[src/rtl/mips16_pkg.sv]
// ============================================================================
// Module      : mips16_pkg
// Description : Shared opcodes, FSM state encoding and default widths for the
//               MIPS16 host load/debug controller.
// Revision    : 1.0 - initial release
// ============================================================================
`default_nettype none

package mips16_pkg;

    localparam int C_ADDR_W = 8;

    localparam logic [7:0] C_OP_CLR_ERR  = 8'h00;
    localparam logic [7:0] C_OP_LOAD     = 8'h01;
    localparam logic [7:0] C_OP_RUN      = 8'h02;
    localparam logic [7:0] C_OP_STEP     = 8'h03;
    localparam logic [7:0] C_OP_HALT     = 8'h04;
    localparam logic [7:0] C_OP_CORE_RST = 8'h05;
    localparam logic [7:0] C_OP_SET_BRK  = 8'h06;
    localparam logic [7:0] C_OP_CLR_BRK  = 8'h07;

    typedef enum logic [3:0] {
        S_IDLE   = 4'd0,
        S_L_ADDR = 4'd1,
        S_L_CNT  = 4'd2,
        S_L_HI   = 4'd3,
        S_L_LO   = 4'd4,
        S_WRITE  = 4'd5,
        S_RUN    = 4'd6,
        S_STEP   = 4'd7,
        S_B_ADDR = 4'd8
    } state_e;

endpackage

`default_nettype wire

[src/rtl/mips16_load_ctrl.sv]
// ============================================================================
// Module      : mips16_load_ctrl
// Description : Byte-stream command decoder that loads instruction memory and
//               runs, steps, halts and breakpoints a MIPS16 core.
// Revision    : 1.0 - initial release
// ============================================================================
`default_nettype none

module mips16_load_ctrl
    import mips16_pkg::*;
#(
    parameter int ADDR_W = C_ADDR_W
) (
    input  logic              clk,
    input  logic              rst,
    input  logic [7:0]        byte_in,
    input  logic              byte_valid,
    output logic              byte_ready,
    output logic              imem_we,
    output logic [ADDR_W-1:0] imem_addr,
    output logic [15:0]       imem_wdata,
    input  logic [ADDR_W-1:0] core_pc,
    output logic              core_en,
    output logic              core_rst,
    output logic              busy,
    output logic              running,
    output logic              err
);

    state_e            state_q, state_d;
    logic [ADDR_W-1:0] ptr_q, ptr_d;
    logic [ADDR_W-1:0] brk_addr_q, brk_addr_d;
    logic [7:0]        cnt_q, cnt_d;
    logic [7:0]        hi_q, hi_d;
    logic [15:0]       wdata_q, wdata_d;
    logic              brk_en_q, brk_en_d;
    logic              core_rst_q, core_rst_d;
    logic              err_q, err_d;
    logic              we_q, busy_q, running_q, first_q;

    logic w_accept, w_halt_now, w_brk_hit, w_err_set, w_err_clr;

    always_comb begin
        state_d    = state_q;
        ptr_d      = ptr_q;
        brk_addr_d = brk_addr_q;
        cnt_d      = cnt_q;
        hi_d       = hi_q;
        wdata_d    = wdata_q;
        brk_en_d   = brk_en_q;
        core_rst_d = core_rst_q;
        w_err_set  = 1'b0;
        w_err_clr  = 1'b0;

        byte_ready = (state_q != S_WRITE) && (state_q != S_STEP);
        w_accept   = byte_valid && byte_ready;
        w_halt_now = (state_q == S_RUN) && w_accept && (byte_in == C_OP_HALT);
        // The first RUN cycle skips the compare so a resumed core can leave
        // the instruction it stopped on.
        w_brk_hit  = (state_q == S_RUN) && brk_en_q && !first_q &&
                     (core_pc == brk_addr_q);
        core_en    = !rst && !core_rst_q &&
                     (((state_q == S_RUN) && !w_halt_now && !w_brk_hit) ||
                      (state_q == S_STEP));

        case (state_q)
            S_IDLE: begin
                if (w_accept) begin
                    case (byte_in)
                        C_OP_CLR_ERR:  w_err_clr = 1'b1;
                        C_OP_LOAD:     state_d = S_L_ADDR;
                        C_OP_RUN: begin
                            state_d    = S_RUN;
                            core_rst_d = 1'b0;
                        end
                        C_OP_STEP: begin
                            state_d    = S_STEP;
                            core_rst_d = 1'b0;
                        end
                        C_OP_HALT:     ;
                        C_OP_CORE_RST: core_rst_d = 1'b1;
                        C_OP_SET_BRK:  state_d = S_B_ADDR;
                        C_OP_CLR_BRK:  brk_en_d = 1'b0;
                        default:       w_err_set = 1'b1;
                    endcase
                end
            end
            S_L_ADDR: begin
                if (w_accept) begin
                    ptr_d   = ADDR_W'(byte_in);
                    state_d = S_L_CNT;
                end
            end
            S_L_CNT: begin
                if (w_accept) begin
                    cnt_d   = byte_in;
                    state_d = (byte_in == 8'd0) ? S_IDLE : S_L_HI;
                end
            end
            S_L_HI: begin
                if (w_accept) begin
                    hi_d    = byte_in;
                    state_d = S_L_LO;
                end
            end
            S_L_LO: begin
                if (w_accept) begin
                    wdata_d = {hi_q, byte_in};
                    state_d = S_WRITE;
                end
            end
            S_WRITE: begin
                ptr_d   = ptr_q + ADDR_W'(1);
                cnt_d   = cnt_q - 8'd1;
                state_d = (cnt_q == 8'd1) ? S_IDLE : S_L_HI;
            end
            S_RUN: begin
                if (w_accept && !w_halt_now) begin
                    w_err_set = 1'b1;
                end
                if (w_halt_now || w_brk_hit) begin
                    state_d = S_IDLE;
                end
            end
            S_STEP:   state_d = S_IDLE;
            S_B_ADDR: begin
                if (w_accept) begin
                    brk_addr_d = ADDR_W'(byte_in);
                    brk_en_d   = 1'b1;
                    state_d    = S_IDLE;
                end
            end
            default:  state_d = S_IDLE;
        endcase

        err_d = w_err_set ? 1'b1 : (w_err_clr ? 1'b0 : err_q);
    end

    always_ff @(posedge clk) begin
        if (rst) begin
            state_q    <= S_IDLE;
            ptr_q      <= '0;
            brk_addr_q <= '0;
            cnt_q      <= 8'd0;
            hi_q       <= 8'd0;
            wdata_q    <= 16'd0;
            brk_en_q   <= 1'b0;
            core_rst_q <= 1'b1;
            err_q      <= 1'b0;
            we_q       <= 1'b0;
            busy_q     <= 1'b0;
            running_q  <= 1'b0;
            first_q    <= 1'b0;
        end else begin
            state_q    <= state_d;
            ptr_q      <= ptr_d;
            brk_addr_q <= brk_addr_d;
            cnt_q      <= cnt_d;
            hi_q       <= hi_d;
            wdata_q    <= wdata_d;
            brk_en_q   <= brk_en_d;
            core_rst_q <= core_rst_d;
            err_q      <= err_d;
            we_q       <= (state_d == S_WRITE);
            busy_q     <= (state_d != S_IDLE);
            running_q  <= (state_d == S_RUN);
            first_q    <= (state_d == S_RUN) && (state_q != S_RUN);
        end
    end

    assign imem_we    = we_q;
    assign imem_addr  = ptr_q;
    assign imem_wdata = wdata_q;
    assign core_rst   = core_rst_q;
    assign busy       = busy_q;
    assign running    = running_q;
    assign err        = err_q;

endmodule

`default_nettype wire

[config.mk]
export PLATFORM = sky130hd
export DESIGN_NAME = mips16_load_ctrl
export DESIGN_NICKNAME = d
export VERILOG_FILES = /design/src/rtl/mips16_pkg.sv /design/src/rtl/mips16_load_ctrl.sv
export SDC_FILE = /design/constraint.sdc
export NUM_CORES = 1
export LEC_CHECK = 0
export CORE_MARGIN = 1.5
export CORE_UTILIZATION = 56
export CTS_CLUSTER_SIZE = 40
export DETAILED_ROUTE_END_ITERATION = 12
export PLACE_DENSITY = 0.84
export SLEW_MARGIN = 25
export SYNTH_ARGS = -nofsm -noshare
export SYNTH_HDL_FRONTEND = slang
export SYNTH_SLANG_ARGS = --single-unit
[constraint.sdc]
create_clock -name clk -period 4.4 [get_ports clk]
set_clock_uncertainty 0.15 [all_clocks]
set_input_delay 0.88 -clock clk [delete_from_list [all_inputs] [get_ports clk]]
set_output_delay 0.88 -clock clk [all_outputs]
set_load 0.02 [all_outputs]
## Yosys cells after proc, flatten, opt, wreduce, memory -nomap -nowiden

Index checks and enable logic that the tools add are counted.
Widths: inputs -> output; s select.

| word-level totals | value |
|---|---|
| bits of input ports | 19 |
| logic and storage cells | 107 |
| output and inout port bits | 31 |
| register bits | 59 |

| operators by class | value |
|---|---|
| equality and inequality tests | 27 |
| multiplexer cells | 28 |
| $add $sub $neg | 2 |
| reductions and logical operators | 37 |

Operators with widths:

| cell | number |
|---|---|
| $eq 8x3->1 const B | 4 |
| $pmux 4 s8 | 1 |
| $pmux 8 s2 | 2 |
| $mux 4 | 7 |
| $eq 4x3->1 const B | 6 |
| $eq 8x1->1 const B | 2 |
| $eq 8x2->1 const B | 2 |
| $pmux 4 s4 | 1 |
| $logic_and 1x1->1 | 13 |
| $ne 4x3->1 const B | 3 |
| $mux 1 | 11 |
| $reduce_and 2->1 | 5 |
| $reduce_bool 2->1 | 5 |
| $add 8x1->8 const B | 1 |
| $eq 4x2->1 const B | 2 |
| $eq 8x8->1 | 1 |
| $logic_not 8->1 | 1 |
| $mux 8 | 1 |
| $ne 2x2->1 const B | 4 |
| $reduce_or 8->1 | 1 |
| $sub 8x1->8 const B | 1 |
| $pmux 1 s2 | 3 |
| $logic_not 1->1 | 5 |
| $eq 4x1->1 const B | 1 |
| 9 further kinds | 11 |

## Longest topological paths before layout

Gate-level depths: netlist of run 1.

| logic depth | value |
|---|---|
| depth after elaboration | 10 |
| depth in mapped cells | 7 |
| depth with buffers taken out | 6 |

## Least setup slack after synthesis of run 1

Ideal clock, no wire load.

| timing | value |
|---|---|
| kind | input-to-output |
| from | input byte_in[3] |
| to | output core_en |
| arrival | 1.951 ns |
| cell stages on the path | 5 |
| setup slack | 1.419 ns |
| path buffers | 0 |
| data required time | 3.370 ns |
| path through | or4_4 > nor2_8 > nand4_1 > a21oi_1 > nor3_1 |

| on the way | value |
|---|---|
| word-level cells in the longest chain between the ends | 7 |

Ends and longest elaborated chain:

| element | line | source |
|---|---|---|
| start: declaration | mips16_load_ctrl.sv:16 | `input logic [7:0] byte_in,` |
| $eq 8x3->1 | mips16_load_ctrl.sv:57 | `w_halt_now = (state_q == S_RUN) && w_accept && (byte_in == C_OP_HALT);` |
| $logic_and 1x1->1 | mips16_load_ctrl.sv:57 |  |
| $logic_not 1->1 | mips16_load_ctrl.sv:63 | `(((state_q == S_RUN) && !w_halt_now && !w_brk_hit) \|\|` |
| $logic_and 1x1->1 (2 in a row) | mips16_load_ctrl.sv:63 |  |
| $logic_or 1x1->1 | mips16_load_ctrl.sv:63 |  |
| $logic_and 1x1->1 | mips16_load_ctrl.sv:62 | `core_en = !rst && !core_rst_q &&` |
| end: declaration | mips16_load_ctrl.sv:23 | `output logic core_en,` |

Every way passes these cells.

## Worst setup path in the final report of run 1

Same ends and word-level chain as after synthesis.

==> results by group, run 1 <==
Clocking
  – Num CTS Buffers: 9
  – Hold Buf Count CTS: 0
  – CTS resizes: 0
  – Root Buffer Master: clkbuf_8
  – Htree depth: 3
  – CTS tree: built
  – Clock slew at reported path FFs: 80 ps
  – Postcts setup bufs: 0
  – Skew-Pair Late Insertion Delay: roughly 350 ps
  – Maximum buffer depth of the clock tree: 2
  – CTS Sinks: between 50 and 60

GRT
  – Vias in the first global route: 2393
  – Tot GR Track Use: 0.2886
  – Initial antenna violation count: 0
  – First-pass GRT wire length: between 10 and 15 mm
  – Largest net degree at the start of global routing: 58
  – Grt ovf: 0

Synthesis
  – Post-synth cell types: 54
  – Syn Inst Count: 330
  – Post-synth net total: ~350
  – Synth Flop Type: dfxtp_1
  – EDFF count, synth: 0
  – Ys async rst share: 0
  – Top cell type's share of synthesized area: 0.4212
  – Syn. warnings: 0
  – Synth Area per Inst: around 8.5 sq um
  – Synthesized area: ~0.0028 sq mm
  – Yosys top cell by area: dfxtp_1
  – Post-synthesis sequential area ratio: 0.4212
  – Synth area leaders: dfxtp_1, a21oi_1, nand2_1
  – Seq cells post-synth: a little under 60

Layout
  – Fin area: 0.003591 sq mm
  – Area delta synth->final: 28.07%
  – Share of cells above drive strength 1: 0.1068
  – Cell Count, Final, Fillers Out: roughly 450
  – Nets: 401
  – Ant. Diodes: 0

Die
  – Die Area: 0.005441 sq mm
  – Num rows: 25
  – Initial Util: 0.5859
  – Core area: 0.004786 sq mm
  – Die outline height: approximately 74 um
  – Die Width: 73.76 um
  – Total I/O pin count: 50

Worst setup path
  – Critical path's most frequent cell: clkdlybuf4s50_1
  – Worst Setup Path Type: input pin to output port
  – CP arrival: 3040 ps
  – CP max stage delay: 620 ps
  – Worst setup SP type: input pin
  – CP max stage cell: or4_4
  – Critical Path RT: approximately 3400 ps
  – Crit end category: output port
  – Crit path max fanout: 9
  – Worst path cell trace: clkdlybuf4s50_1, or4_4, nor2_8, nand4_1, a21oi_1, nor3_1, clkdlybuf4s50_1

Pwr
  – Power per Cell Area: ~330 mW/mm^2
  – Worst vdd ir: 324.5 uV
  – Post-layout total power: 1181 uW
  – Pleak: ~0.0014 uW

Drt
  – DRT Pass-1 Iters: 5
  – Post-Route WL: about 7.4 mm
  – DRC Markers: 0
  – DR WL/cell: 16.38 um
  – Number of DRC markers in iteration 0: 161
  – Post-route ant nets: 0
  – Via Count: 2697
  – Vias per cell: 5.980

Placed design
  – Placed Cells: 435
  – Port-buffer cells: just under 50
  – Gpl congestion: a little under 1
  – Dpl hpwl: just under 5 mm
  – Post-Place Cell Area: 0.003366 sq mm

Timing
  – Max Freq: 245.9 MHz
  – Crit share post-route: 0.9242
  – Actual slew at the worst max-slew pin: around 730 ps
  – Max_slew headroom: 0.5101
  – RSZ-0062 raised after global routing: no
  – Final number of hold-violating endpoints: 0
  – Final slew viol count: 0
  – Setup TNS: 0 ps
  – Post-route minimum period: 4067 ps
  – Final setup violation count: 0

Worst hold path
  – Min-delay worst type: flop to flop

Status
  – Run status: finished, final reports clean

Job
  – # Max-Cap Violations: 0
cell type report:
| cell class | instances | area [sq um] |
|---|---|---|
| inverters | 5 | 18.77 |
| clock inverters | 6 | 87.58 |
| fillers | 344 | 1195 |
| well taps | 67 | 83.83 |
| clock buffers | 10 | 137.6 |
| repair buffers | 60 | 568.0 |
| multi-input cells | 244 | 1514 |
| flip-flops and latches | 59 | 1181 |
power by group:
| group | total [uW] | internal [uW] | switching [uW] |
|---|---|---|---|
| registers | 538 | 536 | 2.18 |
| logic | 71.5 | 31.2 | 40.3 |
| clock network | 572 | 335 | 237 |
| total | 1180 | 902 | 279 |
critical path, delay by kind of cell:
family                 cells  cell delay, ps
buffers and inverters      2            1020
and+or+nand+nor            4             980
AOI/OAI and AO/OA          1             150
per-layer routing:
| layer | GRT usage | up-vias | wire length, um |
|---|---|---|---|
| li1 | - | 1271 | - |
| met5 | 0 | - | 0 |
| met1 | 0.3751 | 1273 | 3144 |
| met2 | 0.4484 | 132 | 3409 |
| met4 | 0.1605 | 0 | 216 |
| met3 | 0.05487 | 21 | 617 |
cell usage after synthesis, types with 3 or more instances:
| cell | count |
|---|---|
| clkbuf_1 | 16 |
| inv_1 | 5 |
| buf_2 | 6 |
| nand2_1 | 45 |
| a22oi_1 | 3 |
| ha_1 | 3 |
| nor3_1 | 11 |
| a21oi_1 | 35 |
| mux2i_1 | 15 |
| dfxtp_1 | 59 |
| o211ai_1 | 4 |
| nand4_1 | 4 |
| a211oi_1 | 6 |
| nor4_1 | 4 |
| and3_1 | 5 |
| nand3_1 | 9 |
| xor2_1 | 11 |
| o21ai_0 | 4 |
| nor2_1 | 39 |
placed cells by master, fill, tap and decap left out, drive strengths merged, types with 5 or more instances in the layout:
cell / synthesis / final
and3: 5 / 5
xor2: 11 / 11
nand3: 9 / 9
clkdlybuf4s50: 0 / 48
a211oi: 7 / 7
nor3: 12 / 12
inv: 5 / 6
clkbuf: 16 / 10
buf: 6 / 12
nor2: 40 / 40
nand2: 45 / 45
a21oi: 35 / 35
mux2i: 15 / 15
dfxtp: 59 / 59
through the flow:
stage | util | hold slack (ps) | setup WS (ps)
3_5_place_dp | 0.7033 | 299.9 | 357.4
5_1_grt | 0.7503 | 324.9 | 241.7
4_1_cts | 0.7503 | 303.9 | 347.9
2_1_floorplan | - | 281.6 | 1419
3_3_place_gp | 0.7033 | 290.9 | 377.3
6_report | 0.7503 | 304.7 | 333.4
registers in the layout (all words and copies together), names as in the netlist:
register and count:
core_rst 1, imem_addr 8, first_q 1, err 1, imem_wdata 16, busy 1, running 1, imem_we 1
brk_en_q 1, brk_addr_q 8, hi_q 8, cnt_q 8, state_q 4
cell families after synthesis:
| logic type | count (synthesis) | share of synthesized area |
|---|---|---|
| compound gates | 71 | 0.1731 |
| xor+xnor | 11 | 0.03436 |
| fa+ha+maj | 3 | 0.01339 |
| buf+inv | 27 | 0.03882 |
| flops | 59 | 0.4212 |
| mux | 15 | 0.05355 |
| simple gates | 144 | 0.2655 |
worst paths after layout:
check             start             end  slack (ps)  depth (start not counted)
max          byte_in[3]         core_en         330                          7
min             hi_q[2]  imem_wdata[10]         300                          2
max reg2reg  state_q[0]         running        2040                          5
min reg2reg     hi_q[2]  imem_wdata[10]         300                          2
(Power assumes the default switching activity.)
==> run 2: changes to the inputs <==
--- a/config.mk
+++ b/config.mk
@@ -7,7 +7,7 @@
 export LEC_CHECK = 0
 export CORE_MARGIN = 1.5
 export CORE_UTILIZATION = 56
-export CTS_CLUSTER_SIZE = 40
+export CTS_CLUSTER_SIZE = 28
 export DETAILED_ROUTE_END_ITERATION = 12
 export PLACE_DENSITY = 0.84
 export SLEW_MARGIN = 25
==> results of run 2 <==
No change in the layout: final DEF, timing and power equal those of run 1.
==> run 3: changes to the inputs <==
--- a/config.mk
+++ b/config.mk
@@ -6,10 +6,10 @@
 export NUM_CORES = 1
 export LEC_CHECK = 0
 export CORE_MARGIN = 1.5
-export CORE_UTILIZATION = 56
+export CORE_UTILIZATION = 50
 export CTS_CLUSTER_SIZE = 28
 export DETAILED_ROUTE_END_ITERATION = 12
-export PLACE_DENSITY = 0.84
+export PLACE_DENSITY = 0.76
 export SLEW_MARGIN = 25
 export SYNTH_ARGS = -nofsm -noshare
 export SYNTH_HDL_FRONTEND = slang
==> run 3 against run 2 <==
Critical path depth is the same. Clock power shrank 2%. Final cell count grew 0.89%. Worst hold slack lost 0.84 ps. Via count shrank 4.4%. Sequential power is essentially flat. Setup slack gained 74 ps. Power shrank 0.88%. Non-clock buffer count shrank 1. Die area grew 11%. Global-route usage shrank 3.6 points. Critical endpoint unchanged. Largest power group unchanged. Highest routed layer unchanged.
==> results by group, run 3 (synthesis results as in run 1) <==
GRT
  – Largest net degree at the start of global routing: 58 (unchanged)
  – Initial antenna violation count: 0 (unchanged)
  – First-pass GRT wire length: 11.61 mm (was 11.57 mm)
  – Tot GR Track Use: 0.2525 (was 0.2886)
  – Grt ovf: 0 (unchanged)
  – Vias in the first global route: 2306 (was 2393)

Drt
  – DRT Pass-1 Iters: 4 (was 5)
  – Post-Route WL: 7.321 mm (was 7.387 mm)
  – Vias per cell: 5.666 (was 5.980)
  – DR WL/cell: 16.09 um (was 16.38 um)
  – DRC Markers: 0 (unchanged)
  – Via Count: 2578 (was 2697)
  – Post-route ant nets: 0 (unchanged)
  – Number of DRC markers in iteration 0: 202 (was 161)

Timing
  – Worst hold slack: 303.8 ps (was 304.7 ps)
  – Max_slew headroom: 0.5070 (was 0.5101)
  – RSZ-0062 raised after global routing: no (unchanged)
  – Setup TNS: 0 ps (unchanged)
  – Final number of hold-violating endpoints: 0 (unchanged)
  – Setup WS post-layout: 407.5 ps (was 333.4 ps)
  – Crit share post-route: 0.9074 (was 0.9242)
  – Final setup violation count: 0 (unchanged)
  – Max Freq: 250.5 MHz (was 245.9 MHz)
  – Final slew viol count: 0 (unchanged)
  – Actual slew at the worst max-slew pin: 732.8 ps (was 728.1 ps)
  – Post-route minimum period: 3993 ps (was 4067 ps)

Clocking
  – CTS Sinks: 59 (unchanged)
  – Htree depth: 3 (unchanged)
  – Clock slew at reported path FFs: 70 ps (was 80 ps)
  – CTS tree: built (unchanged)
  – Num CTS Buffers: 9 (unchanged)
  – Skew-Pair Late Insertion Delay: 350 ps (about the same)
  – Hold Buf Count CTS: 0 (unchanged)
  – Root Buffer Master: clkbuf_8 (unchanged)
  – Maximum buffer depth of the clock tree: 2 (unchanged)
  – CTS resizes: 0 (unchanged)
  – Postcts setup bufs: 0 (unchanged)

Worst setup path
  – Reg2reg start: state_q[0] (unchanged)
  – Crit. Startpoint: byte_in[3] (unchanged)
  – Worst Setup Path Type: input pin to output port (unchanged)
  – Reg-to-reg slack, setup: 2130 ps (was 2040 ps)
  – Crit path max fanout: 9 (unchanged)
  – Crit path to: core_en (unchanged)
  – Crit end category: output port (unchanged)
  – Worst setup SP type: input pin (unchanged)
  – Critical Path RT: 3370 ps (about the same)
  – Reg2Reg Depth: 5 (unchanged)
  – CP arrival: 2960 ps (was 3040 ps)
  – Reg-to-reg endpoint: running (unchanged)

Placed design
  – Dpl hpwl: 4.914 mm (was 4.841 mm)
  – Gpl congestion: 0.8749 (was 0.9687)
  – Port-buffer cells: 49 (unchanged)
  – Post-Place Setup Slack: 414.3 ps (was 357.4 ps)
  – Placed Cells: 439 (was 435)

Layout
  – Cell Count, Final, Fillers Out: 455 (was 451)
  – Share of cells above drive strength 1: 0.1044 (was 0.1068)
  – FF/Latch Area: 0.001181 sq mm (unchanged)
  – Area delta synth->final: 27.98% (was 28.07%)
  – Nets: 400 (was 401)
  – Commonest non-fill, non-tap cells in the layout: dfxtp_1, clkdlybuf4s50_1, nand2_1 (unchanged)
  – Max FFs per register: 16 (unchanged)
  – Area of the multi-input gates: 0.001514 sq mm (unchanged)
  – Filler Cells Inserted: 484 (was 344)
  – Commonest non-fill, non-tap cell in the layout: dfxtp_1 (unchanged)
  – Ant. Diodes: 0 (unchanged)

Die
  – Initial Util: 0.5123 (was 0.5859)
  – Die Width: 77.89 um (was 73.76 um)
  – Core area: 0.005473 sq mm (was 0.004786 sq mm)
  – Die outline height: 77.89 um (was 73.76 um)
  – Num rows: 27 (was 25)
  – Die Area: 0.006066 sq mm (was 0.005441 sq mm)
  – Total I/O pin count: 50 (unchanged)

Pwr
  – Power per Cell Area: 326.3 mW/mm^2 (was 329.0 mW/mm^2)
  – Post-layout total power: 1171 uW (was 1181 uW)
  – Pleak: 0.001405 uW (was 0.001413 uW)
  – Worst vdd ir: 166.4 uV (was 324.5 uV)

Job
  – # Max-Cap Violations: 0 (unchanged)

Worst hold path
  – Min-delay worst type: flop to flop (unchanged)

Status
  – Run status: finished, final reports clean (unchanged)
==> run 3: cell type report <==
cell class	count	area share
clock inverter	7	0.02789
inverter	5	0.005230
timing repair buffer	59	0.1562
clock buffer	9	0.03452
tap	72	0.02510
sequential	59	0.3291
multi-input combinational	244	0.4219
==> run 3: power by group <==
group | switching, uW | leakage, uW | internal (uW)
clock | 238 | 0.000114 | 323
combinational | 40.7 | 0.000815 | 30.7
sequential | 2.25 | 0.000475 | 536
total | 281 | 0.00140 | 890
==> run 3: layer usage <==
layer | global-route usage | part of all wire
met1 | 0.3319 | 0.44
met2 | 0.3939 | 0.46
met3 | 0.04706 | 0.070
met4 | 0.1273 | 0.021
met5 | 0 | 0
==> run 3: worst max-delay path, cell delays in order <==
cell	delay, ps
clkdlybuf4s50_1	420
or4_4	600
nor2_8	180
nand4_1	110
a21oi_1	150
nor3_1	80
clkdlybuf4s50_1	540
==> run 3: worst min-delay path by stage <==
stage	startpoint	to	slack (ps)	cells past startpoint
6_report	hi_q[6]	imem_wdata[14]	300	2
5_1_grt	hi_q[6]	imem_wdata[14]	320	2
4_1_cts	hi_q[5]	imem_wdata[13]	310	2
3_5_place_dp	imem_wdata[11]	imem_wdata[11]	300	2
3_3_place_gp	hi_q[7]	imem_wdata[15]	290	2
2_1_floorplan	hi_q[2]	imem_wdata[10]	280	2
==> run 3: per-stage QoR <==
step / util / cell area [sq um]
after floorplan: - / 2804
after global placement: 0.6148 / 3364
after detailed placement: 0.6148 / 3364
after CTS: 0.6557 / 3588
after global routing: 0.6557 / 3588
final: 0.6557 / 3588
